--- config.mk ---
export PLATFORM = sky130hd
export DESIGN_NAME = time_uart_reporter
export DESIGN_NICKNAME = d
export VERILOG_FILES = /design/src/rtl/time_uart_reporter_pkg.sv /design/src/rtl/time_uart_reporter_uart_tx.sv /design/src/rtl/time_uart_reporter.sv
export SDC_FILE = /design/constraint.sdc
export NUM_CORES = 1
export LEC_CHECK = 0
export BUFFER_PORTS_ARGS = -buffer_cell sky130_fd_sc_hd__buf_4
export CAP_MARGIN = 0
export CORE_MARGIN = 2
export CORE_UTILIZATION = 55
export CTS_CLUSTER_SIZE = 25
export DETAILED_ROUTE_END_ITERATION = 8
export PLACE_DENSITY = 0.82
export SLEW_MARGIN = 15
export SYNTH_ARGS = -nofsm -noshare
export SYNTH_HDL_FRONTEND = slang
export SYNTH_SLANG_ARGS = --single-unit
--- constraint.sdc ---
create_clock -name clk -period 2.8 [get_ports clk]
set_input_delay 0.56 -clock clk [delete_from_list [all_inputs] [get_ports clk]]
set_output_delay 0.56 -clock clk [all_outputs]
set_load 0.02 [all_outputs]
--- src/rtl/time_uart_reporter_pkg.sv ---
// Shared definitions for the time path: packed time field positions, ASCII
// constants of the report line and the digit split used to format fields.
package time_uart_reporter_pkg;

   localparam int TIME_W   = 24;
   localparam int HOUR_MSB = 23;
   localparam int HOUR_LSB = 19;
   localparam int MIN_MSB  = 18;
   localparam int MIN_LSB  = 13;
   localparam int SEC_MSB  = 12;
   localparam int SEC_LSB  = 7;
   localparam int MSEC_MSB = 6;
   localparam int MSEC_LSB = 0;

   localparam logic [6:0] MSEC_MAX = 7'd99;

   localparam int LINE_LEN = 13;

   localparam logic [7:0] ASCII_ZERO  = 8'h30;
   localparam logic [7:0] ASCII_COLON = 8'h3A;
   localparam logic [7:0] ASCII_DOT   = 8'h2E;
   localparam logic [7:0] ASCII_CR    = 8'h0D;
   localparam logic [7:0] ASCII_LF    = 8'h0A;

   typedef enum logic [1:0] {
      TX_IDLE  = 2'd0,
      TX_START = 2'd1,
      TX_DATA  = 2'd2,
      TX_STOP  = 2'd3
   } tx_state_e;

   typedef struct packed {
      logic [3:0] tens;
      logic [3:0] ones;
   } bcd2_t;

   // Compare ladder instead of a divider; callers keep v at 99 or below.
   function automatic bcd2_t split_digits(input logic [6:0] v);
      bcd2_t r;
      r.tens = 4'd0;
      for (int k = 1; k <= 9; k++) begin
         if (v >= 7'(k * 10)) r.tens = 4'(k);
      end
      r.ones = 4'(v - 7'(r.tens) * 7'd10);
      return r;
   endfunction

   function automatic logic [7:0] digit_char(input logic [3:0] d);
      return ASCII_ZERO + {4'h0, d};
   endfunction

endpackage

--- src/rtl/time_uart_reporter_uart_tx.sv ---
// Byte-level 8N1 UART transmitter. A new byte may be accepted in the last
// cycle of a stop bit so that characters can be chained with no idle gap.
//
//   state    | meaning
//   TX_IDLE  | line high, waiting for i_start
//   TX_START | start bit (0) for BAUD_DIV cycles
//   TX_DATA  | data bits 0..7, BAUD_DIV cycles each, LSB first
//   TX_STOP  | stop bit (1); last cycle raises o_done and may accept i_start
module time_uart_reporter_uart_tx
   import time_uart_reporter_pkg::*;
#(
   parameter int BAUD_DIV = 868
) (
   input  logic       clk,
   input  logic       reset,
   input  logic       i_start,
   input  logic [7:0] i_data,
   output logic       o_tx,
   output logic       o_busy,
   output logic       o_done
);

   localparam int CNT_W = (BAUD_DIV > 1) ? $clog2(BAUD_DIV) : 1;
   localparam logic [CNT_W-1:0] CNT_LAST = CNT_W'(BAUD_DIV - 1);

   tx_state_e        state, state_next;
   logic [CNT_W-1:0] baud_cnt, baud_cnt_next;
   logic [2:0]       bit_idx, bit_idx_next;
   logic [7:0]       data, data_next;
   logic             bit_end;

   assign bit_end = (baud_cnt == CNT_LAST);

   always_ff @(posedge clk) begin
      if (reset) begin
         state    <= TX_IDLE;
         baud_cnt <= '0;
         bit_idx  <= 3'd0;
         data     <= 8'h00;
      end else begin
         state    <= state_next;
         baud_cnt <= baud_cnt_next;
         bit_idx  <= bit_idx_next;
         data     <= data_next;
      end
   end

   always_comb begin
      state_next    = state;
      baud_cnt_next = bit_end ? '0 : baud_cnt + 1'b1;
      bit_idx_next  = bit_idx;
      data_next     = data;
      o_tx          = 1'b1;
      o_done        = 1'b0;

      case (state)
         TX_IDLE: begin
            baud_cnt_next = '0;
            if (i_start) begin
               state_next   = TX_START;
               data_next    = i_data;
               bit_idx_next = 3'd0;
            end
         end
         TX_START: begin
            o_tx = 1'b0;
            if (bit_end) begin
               state_next   = TX_DATA;
               bit_idx_next = 3'd0;
            end
         end
         TX_DATA: begin
            o_tx = data[bit_idx];
            if (bit_end) begin
               if (bit_idx == 3'd7) state_next = TX_STOP;
               else                 bit_idx_next = bit_idx + 3'd1;
            end
         end
         TX_STOP: begin
            o_tx = 1'b1;
            if (bit_end) begin
               o_done = 1'b1;
               if (i_start) begin
                  state_next   = TX_START;
                  data_next    = i_data;
                  bit_idx_next = 3'd0;
               end else begin
                  state_next = TX_IDLE;
               end
            end
         end
         default: begin
            state_next    = TX_IDLE;
            baud_cnt_next = '0;
         end
      endcase
   end

   assign o_busy = (state != TX_IDLE);

endmodule

--- src/rtl/time_uart_reporter.sv ---
// Snapshots the packed time on request and sends it as "HH:MM:SS.CC\r\n"
// over UART, chaining the 13 characters back to back through one uart_tx.
module time_uart_reporter
   import time_uart_reporter_pkg::*;
#(
   parameter int CLK_FREQ = 100_000_000,
   parameter int BAUD     = 115200
) (
   input  logic              clk,
   input  logic              reset,
   input  logic [TIME_W-1:0] i_time,
   input  logic              i_start,
   output logic              o_tx,
   output logic              o_busy,
   output logic              o_done
);

   localparam int BAUD_DIV = CLK_FREQ / BAUD;

   logic [TIME_W-1:0] snap;
   logic              active;
   logic [3:0]        char_idx;
   logic              done_q;

   logic              accept;
   logic              last_char;
   logic              byte_start;
   logic              byte_done;
   logic              byte_busy;
   logic [7:0]        byte_data;

   logic [TIME_W-1:0] src;
   logic [3:0]        sel_idx;
   logic [6:0]        msec_sat;
   bcd2_t             hour_d, min_d, sec_d, msec_d;

   assign accept    = i_start && !active && !byte_busy;
   assign last_char = (char_idx == 4'(LINE_LEN - 1));

   // The first character is formatted straight from i_time in the accept
   // cycle; later ones come from the snapshot, one index ahead of char_idx
   // because the next byte is loaded while the current stop bit ends.
   assign byte_start = accept || (active && byte_done && !last_char);
   assign src        = active ? snap : i_time;
   assign sel_idx    = active ? (char_idx + 4'd1) : 4'd0;

   assign msec_sat = (src[MSEC_MSB:MSEC_LSB] > MSEC_MAX) ? MSEC_MAX
                                                         : src[MSEC_MSB:MSEC_LSB];

   assign hour_d = split_digits({2'b00, src[HOUR_MSB:HOUR_LSB]});
   assign min_d  = split_digits({1'b0, src[MIN_MSB:MIN_LSB]});
   assign sec_d  = split_digits({1'b0, src[SEC_MSB:SEC_LSB]});
   assign msec_d = split_digits(msec_sat);

   always_comb begin
      byte_data = ASCII_LF;
      case (sel_idx)
         4'd0:    byte_data = digit_char(hour_d.tens);
         4'd1:    byte_data = digit_char(hour_d.ones);
         4'd2:    byte_data = ASCII_COLON;
         4'd3:    byte_data = digit_char(min_d.tens);
         4'd4:    byte_data = digit_char(min_d.ones);
         4'd5:    byte_data = ASCII_COLON;
         4'd6:    byte_data = digit_char(sec_d.tens);
         4'd7:    byte_data = digit_char(sec_d.ones);
         4'd8:    byte_data = ASCII_DOT;
         4'd9:    byte_data = digit_char(msec_d.tens);
         4'd10:   byte_data = digit_char(msec_d.ones);
         4'd11:   byte_data = ASCII_CR;
         4'd12:   byte_data = ASCII_LF;
         default: byte_data = ASCII_LF;
      endcase
   end

   always_ff @(posedge clk) begin
      if (reset) begin
         snap     <= '0;
         active   <= 1'b0;
         char_idx <= 4'd0;
         done_q   <= 1'b0;
      end else begin
         done_q <= 1'b0;
         if (accept) begin
            snap     <= i_time;
            active   <= 1'b1;
            char_idx <= 4'd0;
         end else if (active && byte_done) begin
            if (last_char) begin
               active   <= 1'b0;
               char_idx <= 4'd0;
               done_q   <= 1'b1;
            end else begin
               char_idx <= char_idx + 4'd1;
            end
         end
      end
   end

   time_uart_reporter_uart_tx #(
      .BAUD_DIV (BAUD_DIV)
   ) u_uart_tx (
      .clk     (clk),
      .reset   (reset),
      .i_start (byte_start),
      .i_data  (byte_data),
      .o_tx    (o_tx),
      .o_busy  (byte_busy),
      .o_done  (byte_done)
   );

   assign o_busy = active;
   assign o_done = done_q;

endmodule

Word level (Yosys, flattened, before mapping)
Cells that the tools add are included.
{"block": "op_classes", "eq_ne": 23, "n_mul": 4, "bitwise": 1, "n_addsub": 15, "n_lt_le_gt_ge": 35, "div": 0, "shift": 0, "mux": 63, "n_reduce_logical": 22}
{"operator": "$mux W4", "count": 31}
{"operator": "$pmux W7 S11", "count": 1}
{"operator": "$add A6 B4 Y7 const A", "count": 8}
{"operator": "$ge A6 B7 Y1 const B", "count": 6}
{"operator": "$ge A6 B6 Y1 const B", "count": 6}
{"operator": "$ge A6 B5 Y1 const B", "count": 4}
{"operator": "$mux W24", "count": 1}
{"operator": "$ge A5 B7 Y1 const B", "count": 3}
{"operator": "$ge A7 B6 Y1 const B", "count": 3}
{"operator": "$ge A7 B7 Y1 const B", "count": 3}
{"operator": "$eq A4 B4 Y1 const B", "count": 5}
{"operator": "$eq A4 B3 Y1 const B", "count": 4}
{"operator": "$mul A4 B3 Y3 const B", "count": 4}
{"operator": "$mux W8", "count": 2}
{"operator": "$pmux W8 S2", "count": 1}
{"operator": "$sub A4 B4 Y4", "count": 4}
{"operator": "$mux W3", "count": 5}
{"operator": "$ge A7 B5 Y1 const B", "count": 2}
{"operator": "$ge A6 B4 Y1 const B", "count": 2}
{"operator": "$mux W1", "count": 12}
{"operator": "$pmux W3 S4", "count": 1}
{"operator": "$add A10 B1 Y10 const B", "count": 1}
{"operator": "$eq A10 B10 Y1 const B", "count": 1}
{"operator": "$ge A5 B5 Y1 const B", "count": 2}
{"operator": "30 further kinds", "count": 51}
{"block": "totals", "rom_bits": 0, "inputBits": 27, "latchBits": 0, "elab_cells": 171, "regBits": 53, "ramBits": 0, "output_inout_bits": 3, "n_memories": 0}

Longest topological paths before layout
{"block": "depth", "word_depth": 20, "depth_mapped": 16, "ltp_nobuf": 14}

Modules after synthesis
From an unflattened synthesis, not the netlist that was laid out.
{"block": "unflattened", "hier_cells": 491, "area_unflattened_um2": 3886.2}
{"module": "time_uart_reporter", "area_per_inst_um2": 2605.0, "instances": 1, "seq_area_each_um2": 600.6, "cells_per_inst": 356}
{"module": "time_uart_reporter_uart_tx", "area_per_inst_um2": 1281.2, "instances": 1, "seq_area_each_um2": 460.4, "cells_per_inst": 135}

Worst setup path before layout
Ideal clock, no wire load.
{"block": "synth_timing", "path_type": "register -> register", "from": "register active (netlist: o_busy)", "to": "register u_uart_tx.data[3]", "synth_period_minus_slack_ps": 3183, "n_path_buf": 1, "path_stages_with_launch": 14, "slack_ps": -383, "t_required_ps": 2709, "setup_time_ps": 91, "arrival_time_ps": 3092, "cell_sequence": "dfxtp_1 buf_6 mux2i_1 a2111oi_0 or3_1 nand2_1 ha_1 inv_1 fa_1 xnor2_1 xnor2_1 mux2i_1 a211oi_1 a311oi_1"}
{"block": "synth_between", "elab_chain_len": 20, "word_cells_on_any_way": 109, "classes_between": "add/sub (12); mul (4); order compare (34); eq/ne (11); mux (40); reduce/logical (8)"}
{"element": "start, declared", "line": "time_uart_reporter.sv:21", "source": "logic active;"}
{"element": "start signal, assigned", "line": "time_uart_reporter.sv:78", "source": "active <= 1'b0;"}
{"element": "start signal, assigned", "line": "time_uart_reporter.sv:85", "source": "active <= 1'b1;"}
{"element": "start signal, assigned", "line": "time_uart_reporter.sv:89", "source": "active <= 1'b0;"}
{"element": "$mux W24", "line": "time_uart_reporter.sv:44", "source": "assign src = active ? snap : i_time;"}
{"element": "$gt A7 B7 Y1", "line": "time_uart_reporter.sv:47", "source": "assign msec_sat = (src[MSEC_MSB:MSEC_LSB] > MSEC_MAX) ? MSEC_MAX"}
{"element": "$mux W7", "line": "time_uart_reporter.sv:47"}
{"element": "$ge A7 B4 Y1", "line": "time_uart_reporter_pkg.sv:42", "source": "if (v >= 7'(k * 10)) r.tens = 4'(k);"}
{"element": "$mux W1", "line": "time_uart_reporter_pkg.sv:42"}
{"element": "$mux W4 (8 in a row)", "line": "time_uart_reporter_pkg.sv:42"}
{"element": "$mul A4 B3 Y3", "line": "time_uart_reporter_pkg.sv:44", "source": "r.ones = 4'(v - 7'(r.tens) * 7'd10);"}
{"element": "$sub A4 B4 Y4", "line": "time_uart_reporter_pkg.sv:44"}
{"element": "$add A6 B4 Y7", "line": "time_uart_reporter_pkg.sv:49", "source": "return ASCII_ZERO + {4'h0, d};"}
{"element": "$pmux W7 S11", "line": "time_uart_reporter.sv:57", "source": "case (sel_idx)"}
{"element": "$mux W8 (*)", "line": "time_uart_reporter_uart_tx.sv:59, time_uart_reporter_uart_tx.sv:83"}
{"element": "$mux W8", "line": "time_uart_reporter_uart_tx.sv:81", "source": "if (bit_end) begin"}
{"element": "$pmux W8 S2 (*)", "line": "time_uart_reporter_uart_tx.sv:56", "source": "case (state)"}
{"element": "end signal, assigned", "line": "time_uart_reporter_uart_tx.sv:44", "source": "data <= data_next;"}
{"element": "end, declared", "line": "time_uart_reporter_uart_tx.sv:29", "source": "logic [7:0] data, data_next;"}
Mark *: on every way between the ends. The rest lies on a longest branch, timed or not. The select of a mux whose other input is x is not followed.
A chain may end at the register's enable or synchronous reset.

Final worst setup path
Same ends and word-level chain as after synthesis.

==> flow_summary.yaml <==
detailed_routing:
  routed_wirelength_microns: 11500
  via_per_inst: 6.18
  drt-initial-drc-count: 460
  ant_nets: 0
  drt-pass1-iter-count: 6
  wl_per_cell_microns: 17.2
  drc_errors: 0
  vias: 4132
synthesis:
  ys_ff_latch: 51
  synth-edff-count: 0
  netlist_area_sq_mm: 0.00375
  syn_nets: 526
  synth-simple-area-share: 0.243
  yosysWarningCount: 0
  synthFlopType: "dfxtp_1"
  synth_area_leaders: "dfxtp_1 27%, nand2_1 8.5%, a21oi_1 5.6%"
  synth_compound_area_frac: 0.222
  synth_common_cells: "85 x nand2_1, 51 x dfxtp_1, 43 x nor2_1, 42 x a21oi_1, 21 x mux2i_1"
  synthXorXnorAreaFrac: 0.0350
  yosysMostFrequentCell: "nand2_1"
  yosys.area.top_type: "dfxtp_1"
  synth_cell_types: 72
  synth.area.mux_share: 0.103
  synth_top_family_by_area: "simple AND/OR/NAND/NOR gates"
  synth.avg_cell_area_sq_um: 7.78
  netlist.area_leader.share: 0.272
  async_flop_share: 0
  synth_fa_ha_area_frac: 0.0784
  synthCells: 482
  ys_seq_area_frac: 0.272
power_and_ir_drop:
  p_leak_nw: 1.98
  power_density_mw_per_mm2: 693
  total_power_mw: 3.49
  ir_worst_vdd_v: 0.000426
setup_path:
  endpoint_kind: "flop"
  slowest_delay_ps: 420
  reg2reg_depth: 16
  start_kind: "flop"
  crit_top_cell: "xnor2_2"
  crit_required_ps: 3040
  critPathKind: "flop to flop"
  cp_max_fo: 8
  cp_cell_sequence: "buf_12 -> mux2i_4 -> buf_6 -> a21oi_2 -> o21ai_1 -> o211ai_1 -> nand2_1 -> nand2_2 -> ha_4 -> inv_2 -> fa_2 -> xnor2_2 -> xnor2_2 -> mux2i_1 -> a211oi_1 -> a311oi_1"
  r2r-end: "u_uart_tx.data[3]"
  worstPathArrival_ps: 3410
  rrSetupSlack_ps: -370
  cpMaxStageDelayCell: "dfxtp_4"
  reg2reg_from: "o_busy"
floorplan:
  core-area_sq_mm: 0.00668
  io-pin-count: 30
  dieHeight_microns: 86.6
  placementRows: 30
  initial_utilization: 0.561
  dieWidth_microns: 86.6
  die_area_sq_mm: 0.00749
global_route:
  grt_max_degree: 43
  busiest_layer: "met2"
  met2_usage: 0.506
  gr-usage-met3: 0.0562
  grt_usage: 0.295
  gr-usage-met1: 0.358
  first_global_vias: 3987
  grt_remaining_overflow: 0
  grt_pass1_wl_microns: 17900
  antenna_found_initial: 0
placement:
  dpl.hpwl_microns: 7470
  place_ws_ps: -397
  dp_cells: 647
  portBuffers: 29
  placed_area_sq_mm: 0.00460
  gp_congestion: 0.938
sta:
  worst_slack_ps: -373
  fmax_mhz: 315
  fin_crit_sh: 1.13
  period_needed_ps: 3170
  slew_headroom: 0.521
  maxSlewViolCount: 0
  rsz0062_at_grt: "true"
  skew_ps: 7.44
  tns_ps: -621
  whs_ps: 459
  setup_viol: 2
  tightest_slew_ps: 700
  finalHoldViolCount: 0
cts:
  clk_pin_slew_ps: 100
  cts_buffers: 5
  htreeDepth: 2
  tritoncts: "yes"
  clock-sinks: 51
  clk_path_buf_depth: 2
  clk_latency_ps: 320
  clock-root-buffer: "clkbuf_8"
finish:
  final_cells: 669
  stdcell_area_sq_mm: 0.00503
  fin_nets: 632
  antenna_cells: 0
  layout-drive-gt1-share: 0.323
  layout-area-overhead-vs-synth_pct: 34.2
  utilization: 0.753
worst_hold_path:
  min_from: "snap[20]"
  min_path_cells: 2
  min_path_type: "flop to flop"
  hold_end: "snap[20]"
run:
  cap_violations: 0
run_status:
  violations: "negative setup slack"
  status: "complete, but fails checks"
[metal layers]
| layer | wire length (microns) | vias up |
|---|---|---|
| met5 | 0 | - |
| met3 | 793 | 45 |
| met4 | 360 | 0 |
| li1 | - | 1956 |
| met1 | 4580 | 1940 |
| met2 | 5790 | 191 |
[final cells by class]
type                    count  area [sq um]
fillers                   469          1650
clock buffers               5          68.8
clock inverters             3          27.5
inverters                  13          48.8
flip-flops and latches     51          1020
multi-input cells         394          2780
well taps                  80           100
repair buffers            123           978
[sequential cells by signal, summed over array words and instances, names as in the netlist]
name,count
u_uart_tx.bit_idx,3
snap,24
char_idx,4
u_uart_tx.baud_cnt,10
u_uart_tx.data,6
o_done,1
o_busy,1
u_uart_tx.state,2
[power by group]
part | total [mW] | switching (mW) | internal, mW
registers | 0.930 | 0.0952 | 0.835
clock network | 0.470 | 0.286 | 0.184
logic | 2.09 | 1.06 | 1.03
[critical path: cells and delay by family, from the launching register on]
| family | cells | cell delay [ps] |
|---|---|---|
| AOI/OAI and AO/OA | 5 | 800 |
| xor gates and xnor gates | 2 | 400 |
| adders and majority gates | 2 | 510 |
| buffers and inverters | 3 | 340 |
| DFF | 1 | 420 |
| muxes | 2 | 400 |
| and+or+nand+nor | 2 | 210 |
[repair_timing]
| action | in CTS | in global routing |
|---|---|---|
| resized for setup | 14 | 37 |
| pin swaps | 2 | 13 |
| setup buffers | 11 | 6 |
| hold buffers | 0 | 0 |
| endpoints found under the setup margin | 2 | 4 |
[layout by cell type, fill, tap and decap left out, types with 3 or more instances in the layout]
cell type  count
nand2_1       84
a211oi_1      10
inv_1         10
mux2_4         3
mux2i_4        6
o21ai_0       16
o31a_1         3
nor3_1        11
a21oi_1       40
mux2i_1       15
or3_1          3
fa_1           3
buf_4        114
xor2_1         6
o22ai_1        3
nand3b_1       3
xnor2_1        7
nor2_1        42
nor3b_1        3
nand3_1       14
maj3_1         4
buf_6          6
inv_2          3
dfxtp_1       50
ha_1          11
and3_1         5
a31oi_1        8
clkbuf_8       5
mux2i_2        3
o21ai_1        5
nor2b_1        4
nor3_2         3
mux2_2         6
[worst max-delay path by stage]
stage	cells past startpoint	startpoint	to
after floorplan	14	o_busy	u_uart_tx.data[3]
after CTS	14	o_busy	u_uart_tx.data[3]
after global placement	14	i_time[5]	u_uart_tx.data[3]
after global routing	16	o_busy	u_uart_tx.data[3]
after detailed placement	16	i_time[1]	u_uart_tx.data[3]
final	16	o_busy	u_uart_tx.data[3]
[cell families after synthesis]
group / Yosys count
adder cells (fa/ha/maj): 22
AND/OR/NAND/NOR: 197
AO/OA/AOI/OAI: 126
buffers and inverters: 37
multiplexers: 34
flip-flops: 51
XOR/XNOR: 15
Note: power is estimated with default switching activity, not from simulation.
